[src/rtl/datapath_mc.sv]
// Multi-cycle core datapath: FETCH/DECODE/EXEC/MEM/WB sequencer, register file,
// A/B/C operand latches, ALU, flag register and PC; data memory over req/ack.
module datapath_mc #(
    parameter int DATA_W = 8,
    parameter int NREGS = 8,
    parameter int PC_W = 8,
    localparam int RA_W = $clog2(NREGS),
    localparam int INSTR_W = 4 + 3 * RA_W
) (
    input  logic               clk,
    input  logic               reset,
    output logic [PC_W-1:0]    imem_addr,
    input  logic [INSTR_W-1:0] imem_data,
    output logic               dmem_req,
    output logic               dmem_we,
    output logic [DATA_W-1:0]  dmem_addr,
    output logic [DATA_W-1:0]  dmem_wdata,
    input  logic [DATA_W-1:0]  dmem_rdata,
    input  logic               dmem_ack,
    input  logic [DATA_W-1:0]  io_in,
    output logic [DATA_W-1:0]  io_out,
    output logic               io_strobe,
    output logic [PC_W-1:0]    pc_out,
    output logic [2:0]         flags,
    output logic               halted,
    output logic [2:0]         state_dbg
);

    typedef enum logic [2:0] {
        S_FETCH  = 3'd0,
        S_DECODE = 3'd1,
        S_EXEC   = 3'd2,
        S_MEM    = 3'd3,
        S_WB     = 3'd4,
        S_HALT   = 3'd5
    } state_t;

    localparam logic [3:0] OP_ADD  = 4'd0;
    localparam logic [3:0] OP_SUB  = 4'd1;
    localparam logic [3:0] OP_AND  = 4'd2;
    localparam logic [3:0] OP_OR   = 4'd3;
    localparam logic [3:0] OP_XOR  = 4'd4;
    localparam logic [3:0] OP_SHL  = 4'd5;
    localparam logic [3:0] OP_SHR  = 4'd6;
    localparam logic [3:0] OP_NOT  = 4'd7;
    localparam logic [3:0] OP_MOV  = 4'd8;
    localparam logic [3:0] OP_LD   = 4'd9;
    localparam logic [3:0] OP_ST   = 4'd10;
    localparam logic [3:0] OP_IN   = 4'd11;
    localparam logic [3:0] OP_OUT  = 4'd12;
    localparam logic [3:0] OP_JZ   = 4'd13;
    localparam logic [3:0] OP_JMP  = 4'd14;
    localparam logic [3:0] OP_HALT = 4'd15;

    localparam int MSB = DATA_W - 1;

    state_t              state_q;
    state_t              state_d;
    logic [INSTR_W-1:0]  ir_q;
    logic [PC_W-1:0]     pc_q;
    logic [DATA_W-1:0]   a_q;
    logic [DATA_W-1:0]   b_q;
    logic [DATA_W-1:0]   c_q;
    logic [DATA_W-1:0]   regs_q [NREGS];
    logic [2:0]          flags_q;
    logic [DATA_W-1:0]   io_out_q;
    logic                io_strobe_q;
    logic                req_q;
    logic                we_q;
    logic [DATA_W-1:0]   addr_q;
    logic [DATA_W-1:0]   wdata_q;

    logic [3:0]          op;
    logic [RA_W-1:0]     rd;
    logic [RA_W-1:0]     rs1;
    logic [RA_W-1:0]     rs2;

    assign op  = ir_q[INSTR_W-1 -: 4];
    assign rd  = ir_q[3*RA_W-1 -: RA_W];
    assign rs1 = ir_q[2*RA_W-1 -: RA_W];
    assign rs2 = ir_q[RA_W-1:0];

    // ALU works on the A/B latches; flags register is {overflow, carry, zero}.
    logic [DATA_W:0]     sum_w;
    logic [DATA_W:0]     diff_w;
    logic [DATA_W-1:0]   alu_res;
    logic                alu_c;
    logic                alu_v;
    logic                alu_upd;
    logic [PC_W-1:0]     jump_target;

    always_comb begin
        sum_w   = {1'b0, a_q} + {1'b0, b_q};
        diff_w  = {1'b0, a_q} - {1'b0, b_q};
        alu_res = a_q;
        alu_c   = 1'b0;
        alu_v   = 1'b0;
        alu_upd = 1'b1;
        case (op)
            OP_ADD: begin
                alu_res = sum_w[MSB:0];
                alu_c   = sum_w[DATA_W];
                alu_v   = (a_q[MSB] == b_q[MSB]) && (sum_w[MSB] != a_q[MSB]);
            end
            OP_SUB: begin
                alu_res = diff_w[MSB:0];
                alu_c   = diff_w[DATA_W];
                alu_v   = (a_q[MSB] != b_q[MSB]) && (diff_w[MSB] != a_q[MSB]);
            end
            OP_AND: alu_res = a_q & b_q;
            OP_OR:  alu_res = a_q | b_q;
            OP_XOR: alu_res = a_q ^ b_q;
            OP_SHL: begin
                alu_res = {a_q[MSB-1:0], 1'b0};
                alu_c   = a_q[MSB];
            end
            OP_SHR: begin
                alu_res = {1'b0, a_q[MSB:1]};
                alu_c   = a_q[0];
            end
            OP_NOT: alu_res = ~a_q;
            default: alu_upd = 1'b0;
        endcase
    end

    assign jump_target = PC_W'(a_q);

    always_ff @(posedge clk or posedge reset) begin
        if (reset) begin
            state_q <= S_FETCH;
        end else begin
            state_q <= state_d;
        end
    end

    always_comb begin
        state_d = state_q;
        case (state_q)
            S_FETCH:  state_d = S_DECODE;
            S_DECODE: state_d = S_EXEC;
            S_EXEC: begin
                case (op)
                    OP_LD, OP_ST:          state_d = S_MEM;
                    OP_IN:                 state_d = S_WB;
                    OP_OUT, OP_JZ, OP_JMP: state_d = S_FETCH;
                    OP_HALT:               state_d = S_HALT;
                    default:               state_d = S_WB;
                endcase
            end
            S_MEM: begin
                if (dmem_ack) begin
                    state_d = we_q ? S_FETCH : S_WB;
                end
            end
            S_WB:     state_d = S_FETCH;
            S_HALT:   state_d = S_HALT;
            default:  state_d = S_FETCH;
        endcase
    end

    // Data-memory handshake: req, we, addr and wdata are registered together at
    // the EXEC edge and held unchanged until the cycle in which dmem_ack=1 is seen
    // in MEM; req drops on that edge. Acks arriving in any other state are ignored.
    always_ff @(posedge clk or posedge reset) begin
        if (reset) begin
            ir_q        <= '0;
            pc_q        <= '0;
            a_q         <= '0;
            b_q         <= '0;
            c_q         <= '0;
            for (int i = 0; i < NREGS; i++) begin
                regs_q[i] <= '0;
            end
            flags_q     <= '0;
            io_out_q    <= '0;
            io_strobe_q <= 1'b0;
            req_q       <= 1'b0;
            we_q        <= 1'b0;
            addr_q      <= '0;
            wdata_q     <= '0;
        end else begin
            io_strobe_q <= 1'b0;
            case (state_q)
                S_FETCH: begin
                    ir_q <= imem_data;
                    pc_q <= pc_q + PC_W'(1);
                end
                S_DECODE: begin
                    a_q <= regs_q[rs1];
                    b_q <= regs_q[rs2];
                end
                S_EXEC: begin
                    if (op <= OP_MOV) begin
                        c_q <= alu_res;
                        if (alu_upd) begin
                            flags_q <= {alu_v, alu_c, (alu_res == '0)};
                        end
                    end else begin
                        case (op)
                            OP_LD, OP_ST: begin
                                req_q   <= 1'b1;
                                we_q    <= (op == OP_ST);
                                addr_q  <= b_q;
                                wdata_q <= a_q;
                            end
                            OP_IN:  c_q <= io_in;
                            OP_OUT: begin
                                io_out_q    <= a_q;
                                io_strobe_q <= 1'b1;
                            end
                            OP_JZ: begin
                                if (flags_q[0]) begin
                                    pc_q <= jump_target;
                                end
                            end
                            OP_JMP: pc_q <= jump_target;
                            default: ;
                        endcase
                    end
                end
                S_MEM: begin
                    if (dmem_ack) begin
                        req_q <= 1'b0;
                        if (!we_q) begin
                            c_q <= dmem_rdata;
                        end
                    end
                end
                S_WB: regs_q[rd] <= c_q;
                default: ;
            endcase
        end
    end

    assign imem_addr  = pc_q;
    assign pc_out     = pc_q;
    assign dmem_req   = req_q;
    assign dmem_we    = we_q;
    assign dmem_addr  = addr_q;
    assign dmem_wdata = wdata_q;
    assign io_out     = io_out_q;
    assign io_strobe  = io_strobe_q;
    assign flags      = flags_q;
    assign halted     = (state_q == S_HALT);
    assign state_dbg  = state_q;

endmodule
[config.mk]
export PLATFORM = sky130hd
export DESIGN_NAME = datapath_mc
export DESIGN_NICKNAME = d
export VERILOG_FILES = /design/src/rtl/datapath_mc.sv
export SDC_FILE = /design/constraint.sdc
export NUM_CORES = 1
export LEC_CHECK = 0
export BUFFER_PORTS_ARGS = -buffer_cell sky130_fd_sc_hd__buf_2
export CORE_ASPECT_RATIO = 0.9
export CORE_MARGIN = 5
export CORE_UTILIZATION = 30
export DETAILED_ROUTE_END_ITERATION = 16
export GPL_TIMING_DRIVEN = 0
export SLEW_MARGIN = 5
export SYNTH_ARGS = -nofsm -noshare
export SYNTH_HDL_FRONTEND = slang
export SYNTH_SLANG_ARGS = --single-unit
export TNS_END_PERCENT = 50
[constraint.sdc]
create_clock -name clk -period 7.94 [get_ports clk]
set_input_delay 0.794 -clock clk [delete_from_list [all_inputs] [get_ports clk]]
set_output_delay 0.794 -clock clk [all_outputs]
set_load 0.03 [all_outputs]
; Yosys cells after proc, flatten, opt, wreduce, memory -nomap -nowiden
; Cells that the tools add are included.
[totals]
inputBits = 32
register_bits = 142
word_cells = 117
output_inout_bits = 50
[classes]
addsub = 3
order_cmp = 5
n_reduce_logical = 17
eq_ne = 30
bitwise = 8
n_mux = 33
[op_table]
columns = operator, count
row1 = $mux 8, 11
row2 = $bwmux 64, 1
row3 = $pmux 8 s8, 1
row4 = $bmux 8 s3, 2
row5 = $pmux 8 s2, 3
row6 = $eq 4x4->1 const B, 7
row7 = $demux 8 s3, 1
row8 = $eq 4x3->1 const B, 4
row9 = $pmux 3 s5, 1
row10 = $ge 4x4->1 const B, 3
row11 = $not 3->4, 3
row12 = $reduce_and 4->1, 3
row13 = $add 8x8->9, 1
row14 = $pmux 3 s3, 1
row15 = $reduce_and 3->1, 3
row16 = $sub 8x8->9, 1
row17 = $add 8x1->8 const B, 1
row18 = $and 8x8->8, 1
row19 = $eq 4x2->1 const B, 2
row20 = $logic_not 8->1, 1
row21 = $ne 2x2->1 const B, 4
row22 = $not 8->8, 1
row23 = $or 8x8->8, 1
row24 = $reduce_or 8->1, 1
row25 = 22 further kinds, 38

; Logic depth before layout (Yosys ltp)
; Gate-level depths: netlist of the first run.
[logic_depth]
depth_word = 6
depth_mapped = 11
mapped_depth_nobuf = 11

; Worst setup path before layout of the first run
; Ideal clock, no wire load.
[synth_path]
kind = register to register
start = reg a_q[1]
end = reg flags_q[0] (netlist: flags[0])
setup_slack_ns = 5.307
synth_period_minus_slack_ns = 2.633
t_arrival_ns = 2.541
setup_time_ns = 0.092
stages_incl_launch_ff = 9
path_buffers = 0
required_ns = 7.848
path_cell_list = dfrtp_1 inv_1 fa_1 inv_1 mux4_2 a2111o_1 and4bb_1 nand4_1 o31ai_2
[synth_between]
elab_chain_cells = 3
word_cells_on_any_way = 8
cone_classes = add/sub: 2 / mux: 1 / bitwise: 4 / reduce/logical: 1
[synth_lines]
columns = element, line_no
row1 = from (decl), 61  ; logic [DATA_W-1:0] a_q;
row2 = from (signal assigned), 189  ; a_q <= regs_q[rs1];
row3 = "$sub 8x8->9, or another cell as far along", 94  ; diff_w = {1'b0, a_q} - {1'b0, b_q};
row4 = $pmux 8 s8 *, 99  ; case (op)
row5 = $logic_not 8->1 *, 196  ; flags_q <= {alu_v, alu_c, (alu_res == '0)};
row6 = to (signal assigned), 196
row7 = to (decl), 65  ; logic [2:0] flags_q;
; Every way passes the cells marked *; elsewhere a longest branch is shown, timed or not.
; A chain may end at the register's enable or synchronous reset.

; Final worst setup path of the first run
; Ends and elaborated chain as after synthesis.

==> results of run 1 <==
synth_stat cells (8+ instances only):
library cell	count
a21oi_1	47
a31oi_1	11
buf_2	14
buf_4	9
clkbuf_1	27
dfrtp_1	142
ha_1	25
inv_1	32
mux2_2	74
mux2i_1	21
mux4_2	33
nand2_1	69
nand2b_1	10
nand3_1	13
nor2_1	54
nor2b_1	9
nor3_1	10
o211ai_1	8
o21ai_0	67
cell type report:
class	instances	area (um2)
fillers	2772	17400
multi-input cells	543	4270
flip-flops and latches	142	3550
clock buffers	19	443
well taps	354	443
repair buffers	82	433
plain buffers	54	262
inverters	35	136
clock inverters	13	106
per-stage QoR:
step	power (mW)	std cells	hold WS (ns)	setup WS, ns
floorplan	3.11	774	0.491	3.34
detailed placement	3.84	1210	0.466	4.80
global route	4.95	1242	0.443	4.37
finish	4.61	1242	0.396	4.71
CTS	4.61	1242	0.413	4.75
global placement	3.81	1209	0.456	1.55
metal layers:
layer | part of all wire [%] | global-route usage [%] | vias to the layer above
met2 | 47 | 24.6 | 180
li1 | - | - | 3033
met4 | 2.3 | 5.05 | 0
met5 | 0 | 0 | -
met1 | 46 | 21.0 | 3235
met3 | 4.3 | 2.31 | 37
logic make-up (layout without fill, tap and decap cells):
group / count (synthesis) / in the layout / share of synthesized area, %
adder cells (fa/ha/maj): 27 / 27 / 4.29
flip-flops: 142 / 142 / 43.2
XOR/XNOR: 4 / 4 / 0.426
multiplexers: 128 / 128 / 21.7
AO/OA/AOI/OAI: 185 / 185 / 13.9
buffers and inverters: 89 / 203 / 4.78
AND/OR/NAND/NOR: 199 / 199 / 11.6
worst paths after layout:
check                      depth (start not counted)  slack, ns             to          start
setup / recovery                                   9       4.71       flags[0]         a_q[1]
hold / removal                                     2       0.40     regs_q[48]          reset
setup reg to reg                                   9       4.71       flags[0]         a_q[1]
hold reg to reg                                    2       0.47  dmem_wdata[1]  dmem_wdata[1]
max in group asynchronous                          3       6.71  dmem_wdata[1]          reset
min in group clk                                   2       0.47  dmem_wdata[1]  dmem_wdata[1]
power by group through the flow:
stage | Clock [mW] | Combinational [mW] | Sequential, mW
after detailed placement | 0 | 2.48 | 1.36
final | 0.758 | 2.51 | 1.35
after global placement | 0 | 2.47 | 1.34
after floorplan | 0 | 1.71 | 1.40
after CTS | 0.769 | 2.50 | 1.35
after global routing | 0.802 | 2.75 | 1.40
sequential cells by signal, indices dropped and copies added (netlist names):
name / count
io_out: 8
c_q: 8
dmem_req: 1
flags: 3
state_dbg: 3
ir_q: 13
a_q: 8
b_q: 8
dmem_we: 1
regs_q: 64
io_strobe: 1
imem_addr: 8
dmem_addr: 8
dmem_wdata: 8
==> qor.yml, run 1 <==
timing:
  maxSlewViolCount: 0
  rsz0062_at_grt: "false"
  finalClockSkew_ns: 0.0130
  fin_crit_sh_pct: 40.7
  tns_ns: 0
  max_slew.worst_pin.slew_ns: 0.863
  slew_headroom_pct: 42.2
  min_period_ns: 3.23
  max_freq_mhz: 309
  hold_violations: 0
  setup_violations: 0
synth:
  synth_ff_type: "dfrtp_1"
  syn-num-nets: 833
  synth_top_area_cell: "dfrtp_1"
  synth_seq_cells: 142
  ys_seq_area_share_pct: 43.2
  synth-async-reset-ratio_pct: 100
  synth.top_cell.area_share_pct: 43.2
  synth.distinct_cells: 67
  synth_edf_count: 0
  avgSynthCellArea_um2: 10.6
  synthesis.area_um2: 8220
  yosysWarnings: 0
  synth_area_leaders: "dfrtp_1 (43%), mux2_2 (10%), mux4_2 (9.0%)"
  syn-instance-count: 774
place:
  place_congestion: 0.948
  io_buffer_count: 81
  place_hpwl_um: 17500
  dpl_cell_area_um2: 9100
cells_and_area:
  finish.instance_area_um2: 9650
  final_cell_mix: "dfrtp_1 (142), buf_2 (95), mux2_2 (74)"
  diodes: 0
  utilization_pct: 35.7
  fin_nets: 934
  syn_to_final_growth_pct: 17.4
  drive_above_1_share_pct: 28.6
  final_common_cell: "dfrtp_1"
clock_tree:
  cts_htree_levels: 4
  postCtsSetupBuffers: 0
  clkSinkCount: 142
  cts_root_buffer: "clkbuf_16"
  cts_made_buffers: 17
  path_clk_slew_ns: 0.07
  clock_path_buffers: 2
  postCtsHoldBufs: 0
  cts_resized: 0
  clock_latency_ns: 0.43
  cts_tree: "built"
drt:
  vias: 6485
  ant_nets: 0
  drt_pre_antenna_iters: 5
  drt_iter0_markers: 414
  drcViolationCount: 0
  wl_per_cell_um: 18.6
  routed_via_density: 5.22
  wl_um: 23100
critical_path:
  worstSetupStartpointType: "register"
  worstPathCellList: "inv_1 > ha_1 > a211oi_1 > o21ai_0 > a31oi_1 > o21ai_0 > o21ai_0 > nand2_1 > o31ai_2"
  worstPathArrival_ns: 3.57
  cpMostUsedCell: "o21ai_0"
  critPathKind: "register to register"
  cpPeakStageDelay_ns: 0.62
  cpLargestDelayFamily: "compound AO/OA/AOI/OAI gates"
  crit_fanout: 10
  cp_data_required_time_ns: 8.28
  critPathSlowestCell: "dfrtp_1"
  crit_path_end_kind: "register"
  path_buf_inv: 1
die:
  die_h_um: 167
  core_region_area_um2: 27000
  initial_utilization_pct: 30.4
  die_w_um: 184
  placementRows: 57
  die_area_um2: 30800
  io_pins: 82
power:
  ir_worst_vdd_mv: 0.180
  p_int_mw: 2.46
  swShare_pct: 46.7
  leakagePower_nw: 4.36
  powerDensity_nw_per_um2: 478
  power.share.clock_pct: 16.4
  seqPwrFrac_pct: 29.2
  p_sw_mw: 2.15
  pwr-share-comb_pct: 54.4
global_routing:
  grt_overflow: 0
  grt_max_degree: 91
  grt_pass1_vias: 6581
  grt_usage_pct: 15.3
  antenna_found_initial: 0
  grt_first_pass_wirelength_um: 37200
outcome:
  status: "finished clean"
job:
  maxCapViolations: 0
worst_hold_path:
  hold_path.class: "input pin to async pin"
No activity file was read; power rests on OpenSTA's default activity.
==> inputs of run 2 (changes only) <==
clock period = 2.65 ns   (was 7.94 ns; I/O delays follow)
==> run 2 against run 1 <==
  * The flow now finishes with violations (negative setup slack)
  * Die area stayed put
  * Register-to-register slack worse by 4.8 ns
  * Critical path type unchanged
  * Setup slack worse by 4.8 ns
  * Critical endpoint unchanged
  * First-iteration DRC count is 22% higher
  * Non-clock buffer count is 13 higher
==> qor.yml, run 2 (same netlist as run 1, synthesis figures left out) <==
die:
  die_area_um2: 30800  # unchanged
  io_pins: 82  # unchanged
  placementRows: 57  # unchanged
  die_h_um: 167  # unchanged
  die_w_um: 184  # unchanged
  initial_utilization_pct: 30.4  # unchanged
  core_region_area_um2: 27000  # unchanged
critical_path:
  critPathKind: "register to register"
  rrSetupSlack_ns: -0.10  # -4.81 ns
  worstPathArrival_ns: 3.10  # -0.47 ns
  reg2regPathDepth: 9  # unchanged
  cp_data_required_time_ns: 3.00  # -5.28 ns
  crit_end: "flags[0]"
  worstSetupStartpointType: "register"
  crit_fanout: 4  # -6
  crit_path_start: "a_q[0]"
  r2r_start: "a_q[0]"
  r2r-end: "flags[0]"
  crit_path_end_kind: "register"
place:
  place_hpwl_um: 17800  # +1.4%
  io_buffer_count: 81  # unchanged
  place_congestion: 0.960  # +1.2%
  dp_cells: 1213  # +0.25%
clock_tree:
  cts_made_buffers: 17  # unchanged
  cts_tree: "built"
  clkSinkCount: 142  # unchanged
  clock_path_buffers: 2  # unchanged
  cts_htree_levels: 4  # unchanged
  clock_latency_ns: 0.44  # about the same
  path_clk_slew_ns: 0.07  # about the same
  cts_root_buffer: "clkbuf_16"
cells_and_area:
  fillers: 2695  # -2.8%
  fin_nets: 947  # +1.4%
  drive_above_1_share_pct: 32.4  # +3.8 points
  multi_input_area_um2: 4380  # +2.5%
  diodes: 0  # unchanged
  fin_cells: 1254  # +0.97%
  biggestRegsByFlops: "regs_q (64), ir_q (13)"
  largest-register: "regs_q"
  syn_to_final_growth_pct: 21.0
  final_common_cell: "dfrtp_1"
  final_cell_mix: "dfrtp_1 (135), buf_2 (95), mux2_2 (74)"
  utilization_pct: 36.8  # +1.1 points
  largest_reg_flops: 64  # unchanged
  regArea_um2: 3560  # +0.25%
timing:
  rsz0062_at_grt: "true"
  finalClockSkew_ns: 0.0109  # -0.00202 ns
  maxSlewViolCount: 0  # unchanged
  hold_violations: 0  # unchanged
  finalWorstSetupSlack_ns: -0.104  # -4.81 ns
  whs_ns: 0.0243  # -0.372 ns
  max_slew.worst_pin.slew_ns: 0.795  # -0.0676 ns
  fin_crit_sh_pct: 104  # +63 points
  setup_violations: 1  # +1
  max_freq_mhz: 363  # +17%
  min_period_ns: 2.75  # -0.481 ns
  slew_headroom_pct: 47.0  # +4.8 points
job:
  maxCapViolations: 0  # unchanged
power:
  powerDensity_nw_per_um2: 1450  # +200%
  ir_worst_vdd_mv: 0.587  # +230%
  leakagePower_nw: 4.46  # +2.3%
drt:
  vias: 6519  # +0.52%
  drt_iter0_markers: 507  # +22%
  drcViolationCount: 0  # unchanged
  wl_per_cell_um: 19.1  # +2.8%
  wl_um: 24000  # +3.8%
  drt_pre_antenna_iters: 5  # unchanged
  ant_nets: 0  # unchanged
  routed_via_density: 5.20  # -0.44%
global_routing:
  grt_pass1_vias: 6594  # +0.20%
  grt_usage_pct: 15.8  # +0.54 points
  antenna_found_initial: 0  # unchanged
  grt_overflow: 0  # unchanged
  grt_max_degree: 38  # -58%
  grt_first_pass_wirelength_um: 37800  # +1.6%
outcome:
  status: "complete, but fails checks"
  violations: "negative setup slack"
worst_hold_path:
  hold_path.class: "input pin to register"
[run 2: timing repair]
action	4_1_cts	5_1_grt
hold buffers	1	0
pin swaps	2	4
setup buffers	9	1
gates cloned	0	0
hold endpoints to repair	23	0
endpoints found under the setup margin	9	17
resized for setup	20	17
[run 2: how the worst min path moves through the flow]
stage / from / to / slack (ns) / cells after the start
after floorplan: imem_data[10] / ir_q[10] / 0.38 / 2
after global placement: io_out[2] / io_out[2] / 0.46 / 2
after detailed placement: reset / regs_q[50] / 0.36 / 2
after CTS: imem_data[10] / ir_q[10] / 0.01 / 3
after global routing: imem_data[10] / ir_q[10] / 0.03 / 3
final: imem_data[10] / ir_q[10] / 0.02 / 3
[run 2: where the power goes]
part           switching, mW  leakage [nW]  internal, mW
registers              0.901          1.82          3.10
clock network          0.988         0.280          1.41
logic                   4.72          2.36          3.30
total                   6.61          4.46          7.81
[run 2: through the flow]
stage               worst slack [ns]  setup TNS, ns  area (um2)  total power [mW]
finish                        -0.104         -0.104        9950              14.4
floorplan                     0.0175              0        8220              9.32
global placement              -0.576         -55.41        9070              11.3
detailed placement            -0.569          -2.62        9160              11.5
global route                  -0.175         -0.271        9950              15.4
CTS                          -0.0674         -0.110        9880              14.2
[run 2: final cells by class]
class | count | share of cell area [%]
Multi-Input combinational cell | 543 | 44.0
Inverter | 35 | 1.40
Sequential cell | 142 | 35.8
Buffer | 53 | 2.65
Tap cell | 354 | 4.45
Clock buffer | 19 | 4.45
Clock inverter | 12 | 1.38
Timing Repair Buffer | 96 | 5.81
[run 2: per-layer routing]
metal	share of wire (%)	wire length, um	track usage [%]	up-vias
li1	-	-	-	3047
met1	45	10900	21.6	3218
met2	46	11100	24.9	216
met3	6.2	1500	3.75	38
met4	1.9	461	4.79	0
met5	0	0	0	-
[run 2: worst max-delay path, stage by stage (launching register included)]
cell      delay, ns
dfrtp_2        0.42
ha_4           0.16
inv_2          0.04
fa_1           0.47
inv_1          0.04
mux4_2         0.46
a2111o_1       0.40
and4bb_1       0.29
nand4_1        0.15
o31ai_2        0.22
